===== config.mk =====
export PLATFORM = sky130hd
export DESIGN_NAME = seq_alu_flat
export DESIGN_NICKNAME = d
export VERILOG_FILES = /design/src/rtl/alu_pkg.sv /design/src/rtl/seq_alu_if.sv /design/src/rtl/seq_alu_div.sv /design/src/rtl/seq_alu.sv /design/src/flat_wrapper.sv
export SDC_FILE = /design/constraint.sdc
export NUM_CORES = 1
export LEC_CHECK = 0
export ABC_AREA = 1
export CORE_ASPECT_RATIO = 1.2
export CORE_MARGIN = 2
export CORE_UTILIZATION = 40
export DETAILED_ROUTE_END_ITERATION = 8
export GPL_TIMING_DRIVEN = 1
export REMOVE_ABC_BUFFERS = 1
export SYNTH_ARGS = -nofsm -noshare
export SYNTH_HDL_FRONTEND = slang
export SYNTH_SLANG_ARGS = --single-unit

===== constraint.sdc =====
create_clock -name clk -period 2.8 [get_ports clk]
set_input_delay 0.56 -clock clk [delete_from_list [all_inputs] [get_ports clk]]
set_output_delay 0.56 -clock clk [all_outputs]
set_load 0.1 [all_outputs]

===== src/rtl/alu_pkg.sv =====
// Shared types for seq_alu: operation codes, error codes and FSM states.
// Op 0101 (MOD) is legal only when SEQ_ALU_MOD_EN is defined.
package alu_pkg;

  typedef enum logic [3:0] {
    OP_ADD = 4'b0000,
    OP_SUB = 4'b0001,
    OP_MUL = 4'b0010,
    OP_DIV = 4'b0100,
    OP_MOD = 4'b0101
  } op_e;

  typedef enum logic [1:0] {
    ERR_NONE    = 2'b00,
    ERR_INVALID = 2'b01,
    ERR_DIV0    = 2'b10,
    ERR_ILLEGAL = 2'b11
  } err_e;

  typedef enum logic [1:0] {
    ST_IDLE = 2'b00,
    ST_DIV  = 2'b01,
    ST_DONE = 2'b10
  } state_e;

  function automatic logic op_is_div(input logic [3:0] op);
    return (op == OP_DIV) || (op == OP_MOD);
  endfunction

  function automatic logic op_legal(input logic [3:0] op);
`ifdef SEQ_ALU_MOD_EN
    return (op == OP_ADD) || (op == OP_SUB) || (op == OP_MUL) ||
           (op == OP_DIV) || (op == OP_MOD);
`else
    return (op == OP_ADD) || (op == OP_SUB) || (op == OP_MUL) ||
           (op == OP_DIV);
`endif
  endfunction

endpackage


===== src/rtl/seq_alu_if.sv =====
// Operand/result handshake bundle between an operand source and seq_alu.
interface seq_alu_if import alu_pkg::*; #(parameter int WIDTH = 8);
  logic               in_valid;
  logic               in_ready;
  logic [WIDTH-1:0]   in1;
  logic [WIDTH-1:0]   in2;
  logic [3:0]         op;
  logic               invalid_data;
  logic               out_valid;
  logic               out_ready;
  logic [2*WIDTH-1:0] out;
  logic               zero;
  logic               error;
  err_e               err_code;

  modport master (
    output in_valid, in1, in2, op, invalid_data, out_ready,
    input  in_ready, out_valid, out, zero, error, err_code
  );

  modport slave (
    input  in_valid, in1, in2, op, invalid_data, out_ready,
    output in_ready, out_valid, out, zero, error, err_code
  );
endinterface


===== src/rtl/seq_alu_div.sv =====
// Iterative restoring divider: one quotient bit per cycle, WIDTH cycles total.
// The first bit is resolved on the start edge; done pulses once results are final.
module seq_alu_div #(
  parameter int WIDTH = 8
) (
  input  logic             clk,
  input  logic             rst,
  input  logic             start,
  input  logic [WIDTH-1:0] dividend,
  input  logic [WIDTH-1:0] divisor,
  output logic             busy,
  output logic             done,
  output logic [WIDTH-1:0] quotient,
  output logic [WIDTH-1:0] remainder
);
  localparam int CW = $clog2(WIDTH + 1);

  logic [WIDTH-1:0] rem_q, rem_d, quo_q, quo_d, dvs_q, dvs_d;
  logic [CW-1:0]    cnt_q, cnt_d;
  logic             busy_q, busy_d, done_q, done_d;

  // quo holds the not-yet-consumed dividend bits above the quotient bits built so far
  function automatic logic [2*WIDTH-1:0] div_step(input logic [WIDTH-1:0] rem,
                                                  input logic [WIDTH-1:0] quo,
                                                  input logic [WIDTH-1:0] dvs);
    logic [WIDTH:0] trial;
    trial = {rem, quo[WIDTH-1]};
    if (trial >= {1'b0, dvs})
      return {WIDTH'(trial - {1'b0, dvs}), quo[WIDTH-2:0], 1'b1};
    return {WIDTH'(trial), quo[WIDTH-2:0], 1'b0};
  endfunction

  always_comb begin
    rem_d  = rem_q;
    quo_d  = quo_q;
    dvs_d  = dvs_q;
    cnt_d  = cnt_q;
    busy_d = busy_q;
    done_d = 1'b0;
    if (start) begin
      {rem_d, quo_d} = div_step('0, dividend, divisor);
      dvs_d  = divisor;
      cnt_d  = CW'(WIDTH - 1);
      busy_d = (WIDTH > 1);
      done_d = (WIDTH == 1);
    end else if (busy_q) begin
      {rem_d, quo_d} = div_step(rem_q, quo_q, dvs_q);
      cnt_d = cnt_q - CW'(1);
      if (cnt_q == CW'(1)) begin
        busy_d = 1'b0;
        done_d = 1'b1;
      end
    end
  end

  always_ff @(posedge clk or posedge rst) begin
    if (rst) begin
      rem_q  <= '0;
      quo_q  <= '0;
      dvs_q  <= '0;
      cnt_q  <= '0;
      busy_q <= 1'b0;
      done_q <= 1'b0;
    end else begin
      rem_q  <= rem_d;
      quo_q  <= quo_d;
      dvs_q  <= dvs_d;
      cnt_q  <= cnt_d;
      busy_q <= busy_d;
      done_q <= done_d;
    end
  end

  assign busy      = busy_q;
  assign done      = done_q;
  assign quotient  = quo_q;
  assign remainder = rem_q;
endmodule


===== src/rtl/seq_alu.sv =====
// Registered, handshaked ALU: one operation in flight, multi-cycle DIV/MOD.
// Define SEQ_ALU_MOD_EN to make op 0101 (MOD) legal; otherwise it is an illegal op.
module seq_alu import alu_pkg::*; #(
  parameter int WIDTH = 8
) (
  input  logic     clk,
  input  logic     rst,
  seq_alu_if.slave bus
);
  localparam int RW = 2 * WIDTH;

  state_e        state_q, state_d;
  logic [RW-1:0] out_q, out_d;
  logic          zero_q, zero_d, error_q, error_d, is_mod_q, is_mod_d;
  err_e          err_q, err_d;

  logic             in_ready, div_start, div_busy, div_done;
  logic [WIDTH-1:0] div_quo, div_rem;
  logic [RW-1:0]    a_ext, b_ext, alu_res, div_res;
  err_e             err_in;

  assign a_ext   = {{WIDTH{1'b0}}, bus.in1};
  assign b_ext   = {{WIDTH{1'b0}}, bus.in2};
  assign div_res = {{WIDTH{1'b0}}, (is_mod_q ? div_rem : div_quo)};
  assign in_ready = (state_q == ST_IDLE) && !div_busy;

  always_comb begin
    err_in = ERR_NONE;
    if (bus.invalid_data)                           err_in = ERR_INVALID;
    else if (!op_legal(bus.op))                     err_in = ERR_ILLEGAL;
    else if (op_is_div(bus.op) && bus.in2 == '0)    err_in = ERR_DIV0;
  end

  always_comb begin
    case (bus.op)
      OP_SUB:  alu_res = a_ext - b_ext;
      OP_MUL:  alu_res = a_ext * b_ext;
      default: alu_res = a_ext + b_ext;
    endcase
  end

  always_comb begin
    state_d   = state_q;
    out_d     = out_q;
    zero_d    = zero_q;
    error_d   = error_q;
    err_d     = err_q;
    is_mod_d  = is_mod_q;
    div_start = 1'b0;
    case (state_q)
      ST_IDLE: if (bus.in_valid && in_ready) begin
        if (err_in != ERR_NONE) begin
          out_d   = RW'(1);
          zero_d  = 1'b0;
          error_d = 1'b1;
          err_d   = err_in;
          state_d = ST_DONE;
        end else if (op_is_div(bus.op)) begin
          div_start = 1'b1;
          is_mod_d  = (bus.op == OP_MOD);
          state_d   = ST_DIV;
        end else begin
          out_d   = alu_res;
          zero_d  = (alu_res == '0);
          error_d = 1'b0;
          err_d   = ERR_NONE;
          state_d = ST_DONE;
        end
      end
      ST_DIV: if (div_done) begin
        out_d   = div_res;
        zero_d  = (div_res == '0);
        error_d = 1'b0;
        err_d   = ERR_NONE;
        state_d = ST_DONE;
      end
      ST_DONE: if (bus.out_ready) state_d = ST_IDLE;
      default: state_d = ST_IDLE;
    endcase
  end

  always_ff @(posedge clk or posedge rst) begin
    if (rst) begin
      state_q  <= ST_IDLE;
      out_q    <= '0;
      zero_q   <= 1'b1;
      error_q  <= 1'b0;
      err_q    <= ERR_NONE;
      is_mod_q <= 1'b0;
    end else begin
      state_q  <= state_d;
      out_q    <= out_d;
      zero_q   <= zero_d;
      error_q  <= error_d;
      err_q    <= err_d;
      is_mod_q <= is_mod_d;
    end
  end

  seq_alu_div #(.WIDTH(WIDTH)) u_div (
    .clk       (clk),
    .rst       (rst),
    .start     (div_start),
    .dividend  (bus.in1),
    .divisor   (bus.in2),
    .busy      (div_busy),
    .done      (div_done),
    .quotient  (div_quo),
    .remainder (div_rem)
  );

  assign bus.in_ready  = in_ready;
  assign bus.out_valid = (state_q == ST_DONE);
  assign bus.out       = out_q;
  assign bus.zero      = zero_q;
  assign bus.error     = error_q;
  assign bus.err_code  = err_q;
endmodule


===== src/flat_wrapper.sv =====
// flat-port wrapper written by rule: the top's interface ports become plain ports
module seq_alu_flat import alu_pkg::*;
#(
  parameter int WIDTH = 8
)
  (clk, rst, bus_in_valid, bus_in1, bus_in2, bus_op, bus_invalid_data, bus_out_ready, bus_in_ready, bus_out_valid, bus_out, bus_zero, bus_error, bus_err_code);
  seq_alu_if #(.WIDTH(WIDTH)) bus_i ();
  input  logic clk;
  input  logic rst;
  input wire logic [$bits(bus_i.in_valid)-1:0] bus_in_valid;
  input wire logic [$bits(bus_i.in1)-1:0] bus_in1;
  input wire logic [$bits(bus_i.in2)-1:0] bus_in2;
  input wire logic [$bits(bus_i.op)-1:0] bus_op;
  input wire logic [$bits(bus_i.invalid_data)-1:0] bus_invalid_data;
  input wire logic [$bits(bus_i.out_ready)-1:0] bus_out_ready;
  output wire logic [$bits(bus_i.in_ready)-1:0] bus_in_ready;
  output wire logic [$bits(bus_i.out_valid)-1:0] bus_out_valid;
  output wire logic [$bits(bus_i.out)-1:0] bus_out;
  output wire logic [$bits(bus_i.zero)-1:0] bus_zero;
  output wire logic [$bits(bus_i.error)-1:0] bus_error;
  output wire logic [$bits(bus_i.err_code)-1:0] bus_err_code;
  assign bus_i.in_valid = bus_in_valid;
  assign bus_i.in1 = bus_in1;
  assign bus_i.in2 = bus_in2;
  assign bus_i.op = bus_op;
  assign bus_i.invalid_data = bus_invalid_data;
  assign bus_i.out_ready = bus_out_ready;
  assign bus_in_ready = bus_i.in_ready;
  assign bus_out_valid = bus_i.out_valid;
  assign bus_out = bus_i.out;
  assign bus_zero = bus_i.zero;
  assign bus_error = bus_i.error;
  assign bus_err_code = bus_i.err_code;
  seq_alu #(.WIDTH(WIDTH)) u_core (.clk(clk), .rst(rst), .bus(bus_i));
endmodule

Yosys cells after proc, flatten, opt, wreduce, memory -nomap -nowiden:

Cells that the tools add are included.

* add/subtract/negate cells: 5
* multiply operators: 1
* order comparisons: 2
* equality and inequality tests: 11
* multiplexer cells: 56
* bitwise gates (word level): 1
* reductions and logical operators: 19

Operators with widths (count)
* 16-bit 2-to-1 mux: 8
* 16-bit case mux with 2 select lines: 2
* 8-bit 2-to-1 mux: 5
* 16-bit zero test: 2
* 2-bit 2-to-1 mux: 12
* 1-bit 2-to-1 mux: 23
* 8-bit by 8-bit multiplier with 16-bit output: 1
* 8-bit by 8-bit adder with 9-bit output: 1
* 9-bit by 8-bit >= comparator with 1-bit output: 1
* 8-bit by 8-bit subtractor with 9-bit output: 1
* 4-bit by 1-bit == test with 1-bit output, second input constant: 2
* 4-bit by 3-bit == test with 1-bit output, second input constant: 2
* 1-bit by 8-bit >= comparator with 1-bit output: 1
* 8-bit zero test: 1
* 4-bit 2-to-1 mux: 2
* 4-bit AND reduction: 2
* 1-bit by 8-bit subtractor with 8-bit output: 1
* 8-bit subtractor: 1
* 2-bit != test, second input constant: 3
* 2-bit case mux with 3 select lines: 1
* 2-bit nonzero test: 3
* 4-bit by 2-bit == test with 1-bit output, second input constant: 1
* 4-bit zero test: 1
* 1-bit logical OR: 4
* other kinds (11): 14

* bits in registers: 53
* input port bits: 25
* output and inout port bits: 22

Longest topological paths before layout:

* depth after elaboration: 14
* gate-level depth with buffers: 26

Modules after synthesis:

A second synthesis with hierarchy kept.

* cells, all modules: 980
* area total of the unflattened synthesis: 6662.6 µm²

By module, submodules not included
* seq_alu: instances 1, cells each 722, area an instance 4738.3 µm², sequential area each 576.8 µm²
* seq_alu_div: instances 1, cells each 258, area an instance 1924.3 µm², sequential area each 750.7 µm²

Least setup slack after synthesis:

OpenSTA, ideal clock, no wires.

* kind: input to register
* from: input port bus_in1[0]
* to: register u_core.zero_q, in the netlist u_core.bus.zero
* setup time: 0.067 ns
* data arrival time: 4.369 ns
* slack: -1.636 ns
* stages on the path: 24
* path buffers: 1
* cells stage by stage: clkbuf_1 nand2_1 fa_1 fa_1 inv_1 fa_1 inv_1 fa_1 inv_1 ha_1 nand2_1 nor2_1 nand3_1 nand2_1 nand2_1 nand3_1 nand2_1 inv_1 nand3_1 nor2_1 nand2_1 nor2_1 nor2_1 nor2_1

* cells in the longest elaborated chain, start to end: 7
* elaborated cells on any way between the ends: 9

Ends and longest elaborated chain
* start, declared: line flat_wrapper.sv:11 `input wire logic [$bits(bus_i.in1)-1:0] bus_in1;`
* 8-bit by 8-bit multiplier with 16-bit output, or another cell as far along: line seq_alu.sv:37 `OP_MUL: alu_res = a_ext * b_ext;`
* 16-bit case mux with 2 select lines (*): line seq_alu.sv:35 `case (bus.op)`
* 16-bit zero test (*): line seq_alu.sv:64 `zero_d = (alu_res == '0);`
* 1-bit 2-to-1 mux (*): line seq_alu.sv:58 `end else if (op_is_div(bus.op)) begin`
* 1-bit 2-to-1 mux (*): line seq_alu.sv:52 `if (err_in != ERR_NONE) begin`
* 1-bit 2-to-1 mux (*): line seq_alu.sv:51 `ST_IDLE: if (bus.in_valid && in_ready) begin`
* 1-bit case mux with 2 select lines (*): line seq_alu.sv:50 `case (state_q)`
* end signal, assigned: line seq_alu.sv:93 `zero_q <= zero_d;`
* end, declared: line seq_alu.sv:14 `logic zero_q, zero_d, error_q, error_d, is_mod_q, is_mod_d;`

Mark *: on every way between the ends. The rest lies on a longest branch, timed or not. The select of a mux whose other input is x is not followed.
A chain may end at the register's enable or synchronous reset.

Worst setup path after layout:

* from: input port bus_in1[2]
* to: register u_core.zero_q, in the netlist u_core.bus.zero

The elaborated chain is that of the path after synthesis.

==> results.json <==
{
  "outcome": "finished with violations",
  "violations": "setup timing",
  "insertion_delay_ns": 0.30,
  "setup.worst_path.class": "primary input to flip-flop",
  "overflow": 0,
  "slew_headroom": 0.655,
  "cts_tree": "yes",
  "endpoint_kind": "flip-flop",
  "cp_data_required_time_ns": 3.03,
  "rsz0062_at_grt": "yes",
  "dieArea_sq_um": 17300,
  "track_usage": 0.221,
  "cap_violations": 0,
  "critPathMaxStageDelay_ns": 0.52,
  "seq_area_frac_synth": 0.204,
  "hold_buffers": 0,
  "cp_top_family": "adder cells",
  "cp_slowest_cell": "fa_1",
  "design.core.area_sq_um": 16100,
  "drive_gt1_frac": 0.327,
  "start_util": 0.406,
  "synth-edff-count": 0,
  "syn_area_sq_um": 6520,
  "cts_buffer_depth": 2,
  "vias": 6460,
  "seq_area_sq_um": 1330,
  "fin_crit_sh": 1.42,
  "totalWireLength_microns": 18700,
  "synthFlopType": "dfrtp_1",
  "place_congestion": 0.918,
  "grt_pass1_wl_microns": 30800,
  "yosys_register_bits": 53,
  "drcViolationCount": 0,
  "syn_avg_cell_area_sq_um": 7.00,
  "finalSetupViolCount": 14,
  "cts_buffers": 5,
  "max_clock_freq_ghz": 0.251,
  "ys_warn_count": 0,
  "synthCells": 932,
  "ctsHtreeMaxLevel": 2,
  "clock-sinks": 53,
  "die_h_microns": 144,
  "routed_via_density": 4.98,
  "multi_input_area_sq_um": 4870,
  "crit_chain": "buf_8 > nand2_2 > inv_2 > fa_1 > fa_1 > fa_1 > inv_1 > fa_1 > inv_2 > ha_4 > nand2_4 > nor2_4 > nand3_2 > nand3_2 > nand2_1 > nand3_2 > nand3_2 > nor2_1 > nand2_1 > nor2_1 > nor2_1 > nor2_1",
  "antenna_left": 0,
  "worst_slew_pin_slew_ns": 0.512,
  "path_clk_slew_ns": 0.07,
  "cp_max_fo": 4,
  "fin_crit_ns": 3.98,
  "post_drt_wl_per_cell_microns": 14.4,
  "final_common_cell": "nand2_1",
  "ys_types": 51,
  "p_per_area_nw_per_um2": 763,
  "hold_path_class": "flip-flop to flip-flop",
  "vdd_drop_max_mv": 0.350,
  "diodes": 0,
  "cts_root_buf": "clkbuf_16",
  "die_w_microns": 121,
  "cp.depth": 22,
  "total_power_mw": 6.79,
  "grt_pass1_vias": 6409,
  "crit_arrival_ns": 4.22,
  "pre_cts_ws_ns": -2.28,
  "cellLeakagePower_nw": 4.80,
  "final_cells": 1298,
  "dp.cells": 1282,
  "finalMaxSlewViolations": 0,
  "drtIter0Drc": 357,
  "worstHoldPathCells": 2,
  "worst-path-buf-inv": 4,
  "port_buffers": 46,
  "post-dp-hpwl_microns": 15100,
  "rr_worst_depth": 10,
  "skew_ns": 0.00603,
  "fillCellCount": 1569,
  "rows": 51,
  "grt_max_degree": 25,
  "async_reset_ff_frac": 1.00,
  "fin_ws_ns": -1.18,
  "final_cell_mix": "nand2_1, inv_1, buf_4, nand3_1, dfrtp_1",
  "first_pass_iters": 5,
  "start_kind": "primary input",
  "finalHoldViolCount": 0,
  "ios": 47,
  "fin_nets": 1214,
  "antenna_found_initial": 0,
  "layout-area-overhead-vs-synth_pct": 36.6
}
## per-layer routing
metal | track usage | routed length (microns)
met4 | 0.0594 | 386
met1 | 0.263 | 7870
met5 | 0 | 0
met2 | 0.427 | 10000
met3 | 0.0135 | 457
## Yosys cell counts (6+ instances only)
master / instances / share of area
o21ai_1: 10 / 0.0077
nand2_1: 259 / 0.15
nand3_1: 73 / 0.056
buf_4: 6 / 0.0069
clkbuf_1: 14 / 0.0081
inv_2: 8 / 0.0046
o21ai_0: 26 / 0.020
buf_6: 6 / 0.010
a21oi_1: 29 / 0.022
inv_1: 189 / 0.11
xor2_1: 6 / 0.0081
ha_1: 65 / 0.12
nand4_1: 12 / 0.012
nor2_1: 51 / 0.029
dfrtp_1: 52 / 0.20
o211ai_1: 9 / 0.010
fa_1: 39 / 0.12
## worst min-delay path, stage by stage (launching register included)
cell	delay, ns
dfrtp_1	0.35
nand2_1	0.05
nand2_1	0.04
## state kept, by name, summed over array words and instances (netlist names), 2 cells and up
register / count
u_core.bus.out: 16
u_core.u_div.dvs_q: 8
u_core.u_div.quotient: 8
u_core.u_div.remainder: 8
u_core.u_div.cnt_q: 4
u_core.bus.err_code: 2
u_core.state_q: 2
## power breakdown
| part | switching, mW | total [mW] | internal (mW) |
|---|---|---|---|
| Clock | 0.289 | 0.621 | 0.332 |
| Combinational | 3.07 | 5.00 | 1.93 |
| Sequential | 0.170 | 1.17 | 1.00 |
## through the flow
stage / util / cell area [sq um] / TNS [ns] / hold WS (ns)
2_1_floorplan: - / 6330 / -25.40 / 0.439
3_3_place_gp: 0.494 / 7940 / -29.51 / 0.464
3_5_place_dp: 0.494 / 7940 / -30.26 / 0.468
4_1_cts: 0.545 / 8770 / -12.48 / 0.487
5_1_grt: 0.554 / 8910 / -14.71 / 0.503
6_report: 0.554 / 8910 / -12.65 / 0.471
## worst paths after layout
| check | startpoint | endpoint | slack, ns |
|---|---|---|---|
| worst max-delay path | bus_in1[2] | u_core.bus.zero | -1.18 |
| worst min-delay path | u_core.bus.out[7] | u_core.bus.out[7] | 0.47 |
| worst max register to register | u_core.u_div.remainder[1] | u_core.u_div.remainder[0] | 0.50 |
| worst min register to register | u_core.bus.out[7] | u_core.bus.out[7] | 0.47 |
| max in group asynchronous | rst | u_core.bus.zero | 1.54 |
| min in group asynchronous | rst | u_core.bus.out[0] | 0.61 |
## cell families (layout without fill, tap and decap cells)
logic type / count (synthesis) / count (layout) / share of synthesized area
buf+inv: 230 / 384 / 0.144
mux: 1 / 1 / 0.00173
compound gates: 104 / 104 / 0.101
simple gates: 430 / 430 / 0.292
flops: 53 / 53 / 0.204
fa+ha+maj: 104 / 104 / 0.244
xor+xnor: 10 / 10 / 0.0134
## area by class of cell
| class | count | area share |
|---|---|---|
| Multi-Input combinational cell | 649 | 0.547 |
| Timing Repair Buffer | 177 | 0.174 |
| Sequential cell | 53 | 0.149 |
| Inverter | 199 | 0.0844 |
| Tap cell | 212 | 0.0298 |
| Clock buffer | 6 | 0.0145 |
| Clock inverter | 2 | 0.00169 |
## what timing repair did
item | CTS | global route
pin swaps | 102 | 41
buffers inserted | 16 | 3
endpoints found under the setup margin | 15 | 14
resized for setup | 261 | 40
(Power assumes the default switching activity.)
